<file path="config.mk">
export PLATFORM = sky130hd
export DESIGN_NAME = traffic_light_monitor
export DESIGN_NICKNAME = d
export VERILOG_FILES = /design/src/rtl/traffic_light_monitor.sv
export SDC_FILE = /design/constraint.sdc
export NUM_CORES = 1
export LEC_CHECK = 0
export BUFFER_PORTS_ARGS = -buffer_cell sky130_fd_sc_hd__buf_2
export CELL_PAD_IN_SITES_DETAIL_PLACEMENT = 0
export CELL_PAD_IN_SITES_GLOBAL_PLACEMENT = 2
export CORE_ASPECT_RATIO = 2
export CORE_UTILIZATION = 40
export CTS_CLUSTER_SIZE = 40
export DETAILED_ROUTE_END_ITERATION = 12
export MAX_ROUTING_LAYER = met4
export PLACE_DENSITY_LB_ADDON = 0.1
export SLEW_MARGIN = 5
export SYNTH_ARGS = -nofsm -noshare
export SYNTH_HDL_FRONTEND = slang
export SYNTH_SLANG_ARGS = --single-unit
export TNS_END_PERCENT = 100
</file>
<file path="constraint.sdc">
create_clock -name clk -period 3.9 [get_ports clk]
set_input_delay 0.39 -clock clk [delete_from_list [all_inputs] [get_ports clk]]
set_output_delay 0.39 -clock clk [all_outputs]
set_load 0.01 [all_outputs]
</file>
<file path="src/rtl/traffic_light_monitor.sv">
// Receive-side checker for the traffic_light R/G/Y interface: runs a cycle-exact
// reference model of the light sequence and reports per-cycle disagreements.
module traffic_light_monitor #(
  parameter int unsigned T_G0 = 1024,
  parameter int unsigned T_N  = 128,
  parameter int unsigned T_GS = 128,
  parameter int unsigned T_Y  = 512,
  parameter int unsigned T_R  = 1024,
  parameter int unsigned ECW  = 16
) (
  input  logic           clk,
  input  logic           rst,
  input  logic           pass,
  input  logic           R,
  input  logic           G,
  input  logic           Y,
  output logic [2:0]     exp_rgy,
  output logic [2:0]     phase,
  output logic           mismatch,
  output logic           illegal,
  output logic [ECW-1:0] err_cnt,
  output logic [ECW-1:0] first_err,
  output logic           err_seen
);

  typedef enum logic [2:0] {
    PH_G0 = 3'd0,
    PH_N1 = 3'd1,
    PH_G1 = 3'd2,
    PH_N2 = 3'd3,
    PH_G2 = 3'd4,
    PH_Y  = 3'd5,
    PH_R  = 3'd6
  } phase_e;

  localparam int unsigned T_M0  = (T_G0 > T_N)  ? T_G0 : T_N;
  localparam int unsigned T_M1  = (T_GS > T_Y)  ? T_GS : T_Y;
  localparam int unsigned T_M2  = (T_M0 > T_M1) ? T_M0 : T_M1;
  localparam int unsigned T_MAX = (T_M2 > T_R)  ? T_M2 : T_R;
  localparam int          CW    = (T_MAX > 1) ? $clog2(T_MAX) : 1;

  phase_e          state_q, state_d;
  phase_e          succ;
  logic [CW-1:0]   cnt_q, cnt_d;
  logic [CW-1:0]   len_m1;

  logic [2:0]      obs_rgy;
  logic            mismatch_d, illegal_d;
  logic            mismatch_q, illegal_q, err_seen_q;
  logic [ECW-1:0]  stamp_q, err_cnt_q, first_err_q;

  // ---------------------------------------------------------------------------
  // Reference model: state register
  // ---------------------------------------------------------------------------
  // NOTE: sequential state uses non-blocking assignments so every register
  // samples the pre-edge values; the async reset sits in the sensitivity list.
  always_ff @(posedge clk or negedge rst) begin
    if (!rst) begin
      state_q <= PH_G0;
      cnt_q   <= '0;
    end else begin
      state_q <= state_d;
      cnt_q   <= cnt_d;
    end
  end

  // Reference model: next state. A pedestrian request outside G0 wins over timeout.
  // NOTE: every combinational output gets a default first, so no path leaves a
  // signal unassigned and no latch is inferred.
  always_comb begin
    len_m1  = CW'(T_G0 - 1);
    succ    = PH_N1;
    state_d = state_q;
    cnt_d   = cnt_q + CW'(1);
    case (state_q)
      PH_G0:   begin len_m1 = CW'(T_G0 - 1); succ = PH_N1; end
      PH_N1:   begin len_m1 = CW'(T_N  - 1); succ = PH_G1; end
      PH_G1:   begin len_m1 = CW'(T_GS - 1); succ = PH_N2; end
      PH_N2:   begin len_m1 = CW'(T_N  - 1); succ = PH_G2; end
      PH_G2:   begin len_m1 = CW'(T_GS - 1); succ = PH_Y;  end
      PH_Y:    begin len_m1 = CW'(T_Y  - 1); succ = PH_R;  end
      PH_R:    begin len_m1 = CW'(T_R  - 1); succ = PH_G0; end
      default: begin len_m1 = '0;            succ = PH_G0; end
    endcase
    if (pass && (state_q != PH_G0)) begin
      state_d = PH_G0;
      cnt_d   = '0;
    end else if (cnt_q == len_m1) begin
      state_d = succ;
      cnt_d   = '0;
    end
  end

  // Reference model: expected lights, purely a function of the current phase.
  always_comb begin
    exp_rgy = 3'b010;
    case (state_q)
      PH_G0, PH_G1, PH_G2: exp_rgy = 3'b010;
      PH_N1, PH_N2:        exp_rgy = 3'b000;
      PH_Y:                exp_rgy = 3'b001;
      PH_R:                exp_rgy = 3'b100;
      default:             exp_rgy = 3'b000;
    endcase
  end

  assign phase = state_q;

  // ---------------------------------------------------------------------------
  // Compare path
  // ---------------------------------------------------------------------------
  assign obs_rgy = {R, G, Y};

  // NOTE: the compare defaults to "bad" and only clears on a definite equality,
  // so an unknown on R/G/Y resolves to a mismatch instead of an X.
  always_comb begin
    mismatch_d = 1'b1;
    if (obs_rgy == exp_rgy) begin
      mismatch_d = 1'b0;
    end
    illegal_d = 1'b0;
    if ((R & G) | (R & Y) | (G & Y)) begin
      illegal_d = 1'b1;
    end
    if (illegal_d) begin
      mismatch_d = 1'b1;
    end
  end

  // first_err records the stamp of the offending cycle, i.e. before it advances.
  always_ff @(posedge clk or negedge rst) begin
    if (!rst) begin
      stamp_q     <= '0;
      mismatch_q  <= 1'b0;
      illegal_q   <= 1'b0;
      err_cnt_q   <= '0;
      first_err_q <= '0;
      err_seen_q  <= 1'b0;
    end else begin
      stamp_q    <= stamp_q + ECW'(1);
      mismatch_q <= mismatch_d;
      illegal_q  <= illegal_d;
      if (mismatch_d && (err_cnt_q != '1)) begin
        err_cnt_q <= err_cnt_q + ECW'(1);
      end
      if (mismatch_d && !err_seen_q) begin
        first_err_q <= stamp_q;
        err_seen_q  <= 1'b1;
      end
    end
  end

  assign mismatch  = mismatch_q;
  assign illegal   = illegal_q;
  assign err_cnt   = err_cnt_q;
  assign first_err = first_err_q;
  assign err_seen  = err_seen_q;

endmodule

</file>
==> results.sh <==
export IMPL_postCtsSetupBuffers=0
export IMPL_hold_ws_ns=0.186
export IMPL_powerDensity_mw_per_mm2=538
export IMPL_final_cell_mix="dfrtp_1 (64), buf_2 (46), xnor2_1 (27), nand3_1 (25), nor3_1 (15)"
export IMPL_crit_fanout=16
export IMPL_track_usage=0.181
export IMPL_drt_iter0_markers=128
export IMPL_finalPower_mw=1.94
export IMPL_detail_route_wl_per_cell_microns=15.5
export IMPL_yosysSeqAreaShare=0.534
export IMPL_fmax_mhz=450
export IMPL_final_cells=404
export IMPL_drc=0
export IMPL_grt_pass1_vias=2191
export IMPL_synth_ff_type="dfrtp_1"
export IMPL_async_flop_share=1.00
export IMPL_nFillCells=705
export IMPL_finalSetupViolCount=0
export IMPL_grt_overflow_total=0
export IMPL_cts_root_buf="clkbuf_16"
export IMPL_critPathLaunchType="flip-flop"
export IMPL_status="complete, no violations"
export IMPL_grt_max_degree=41
export IMPL_critPathKind="reg2reg"
export IMPL_synthCells=255
export IMPL_ir_drop_v=0.000411
export IMPL_arrival_ns=2.43
export IMPL_path_clk_slew_ns=0.05
export IMPL_hold_class="in2async"
export IMPL_multi_input_area_sq_mm=0.00133
export IMPL_coreArea_sq_mm=0.00727
export IMPL_dieArea_sq_mm=0.00788
export IMPL_antenna_left=0
export IMPL_dp_final_hpwl_microns=4410
export IMPL_cts_resized=0
export IMPL_reg2reg_slack_ns=1.68
export IMPL_cts_htree_levels=3
export IMPL_rr_worst_depth=4
export IMPL_final_core_util=0.497
export IMPL_drv_slew=0
export IMPL_synth_edf_count=0
export IMPL_antenna_found_initial=0
export IMPL_nNetsFinal=316
export IMPL_die_h_microns=125
export IMPL_seq_area_sq_mm=0.00160
export IMPL_tns_ns=0
export IMPL_relSlewSlack=0.358
export IMPL_rows=44
export IMPL_worst_slew_pin_transition_ns=0.959
export IMPL_yosys_warnings=0
export IMPL_layout_commonest_cell="dfrtp_1"
export IMPL_maxCapViolations=0
export IMPL_static_leakage_power_nw=1.69
export IMPL_dr_pass1_iters=4
export IMPL_end_kind="flip-flop"
export IMPL_synth_nets=264
export IMPL_clk_latency_ns=0.33
export IMPL_dp_cells=388
export IMPL_holdBufCountCts=0
export IMPL_cts_sinks=64
export IMPL_vias=2141
export IMPL_drt_wl_total_microns=6250
export IMPL_cts_buffers_inserted=9
export IMPL_cp_required_ns=4.11
export IMPL_syn_area_per_cell_sq_um=11.8
export IMPL_setup_ws_ns=1.68
export IMPL_rsz0062_at_grt="false"
export IMPL_synth_seq_cells=64
export IMPL_yosysUniqueCellTypes=44
export IMPL_place_congestion=0.787
export IMPL_drive_above_1_share=0.282
export IMPL_period_share=0.570
export IMPL_syn_cell_area_sq_mm=0.00300
export IMPL_post_place_ws_ns=1.64
export IMPL_routed_via_density=5.30
export IMPL_io_buffers=46
export IMPL_final_hold_violation_count=0
export IMPL_clock_path_buffers=2
export IMPL_start_util=0.413
export IMPL_fin_skew_ns=0.00509
export IMPL_diodes=0
export IMPL_area_delta_synth_final_pct=20.4
export IMPL_cts_tree="done"
export IMPL_grt_pass1_wl_microns=10700
export IMPL_pin_count=47
export IMPL_dieWidth_microns=63.3
export IMPL_fin_crit_ns=2.22
export IMPL_postLayoutCellArea_sq_mm=0.00361
export IMPL_place_area_sq_mm=0.00331
registers in the layout (all words and copies together) (netlist names):
name       count
mismatch       1
illegal        1
first_err     16
err_seen       1
cnt_q         10
phase          3
err_cnt       16
stamp_q       16
cells by family (layout without fill, tap and decap cells):
logic type / Yosys count / in the layout / share of synthesized area
AO/OA/AOI/OAI: 17 / 17 / 0.0442
XOR/XNOR: 36 / 36 / 0.105
adder cells (fa/ha/maj): 4 / 4 / 0.0158
buffers and inverters: 11 / 68 / 0.0225
flip-flops: 64 / 64 / 0.534
multiplexers: 17 / 17 / 0.0763
AND/OR/NAND/NOR: 106 / 106 / 0.203
layout make-up:
| class | instances | share of cell area |
|---|---|---|
| multi-input combinational | 180 | 0.369 |
| inverter | 5 | 0.00519 |
| sequential | 64 | 0.443 |
| clock buffer | 11 | 0.0699 |
| clock inverter | 5 | 0.0152 |
| tap | 92 | 0.0319 |
| timing repair buffer | 47 | 0.0658 |
path summary, 6_finish.rpt:
check / startpoint / to
setup / recovery: phase[1]$_DFFE_PN0P_ / first_err[6]$_DFFE_PN0P_
hold reg to reg: stamp_q[15]$_DFF_PN0_ / stamp_q[15]$_DFF_PN0_
min in group clk: R / illegal$_DFF_PN0_
setup reg to reg: phase[1]$_DFFE_PN0P_ / first_err[6]$_DFFE_PN0P_
max in group asynchronous: rst / err_cnt[11]$_DFFE_PN0P_
hold / removal: rst / stamp_q[5]$_DFF_PN0_
worst max-delay path, cell delays in order (launching register included):
cell and delay, ns:
dfrtp_1 0.56, a21o_1 0.22, o32ai_2 0.12, nor3_4 0.79, mux2_2 0.41
where the power goes:
group,internal [mW],switching (mW),total (mW)
logic,0.139,0.153,0.292
registers,0.740,0.101,0.841
clock network,0.526,0.285,0.812
total,1.40,0.540,1.94
Yosys cell counts (2+ instances only):
cell type / instances / area (sq um)
dfrtp_1: 64 / 1600
xnor2_1: 27 / 236
nand3_1: 25 / 125
nor3_1: 15 / 75.1
and3_1: 13 / 81.3
nand2_1: 11 / 41.3
mux2_4: 10 / 150
nand4_1: 9 / 56.3
nor2_1: 9 / 33.8
xor2_1: 9 / 78.8
mux2_2: 7 / 78.8
inv_1: 5 / 18.8
nor4_1: 5 / 31.3
o211ai_1: 4 / 30.0
ha_1: 3 / 37.5
nor2b_1: 3 / 18.8
a21o_1: 2 / 15.0
a21oi_2: 2 / 17.5
and4_1: 2 / 17.5
buf_2: 2 / 10.0
clkbuf_1: 2 / 7.51
o21ai_0: 2 / 10.0
or4_1: 2 / 15.0
or4bb_1: 2 / 22.5
routing by layer:
metal,track usage,vias to the layer above,part of all wire
met4,0.104,0,0.026
li1,-,1024,-
met3,0.0211,13,0.027
met2,0.302,44,0.53
met1,0.207,1060,0.42
met5,-,-,0
Note: power is estimated with default switching activity, not from simulation.
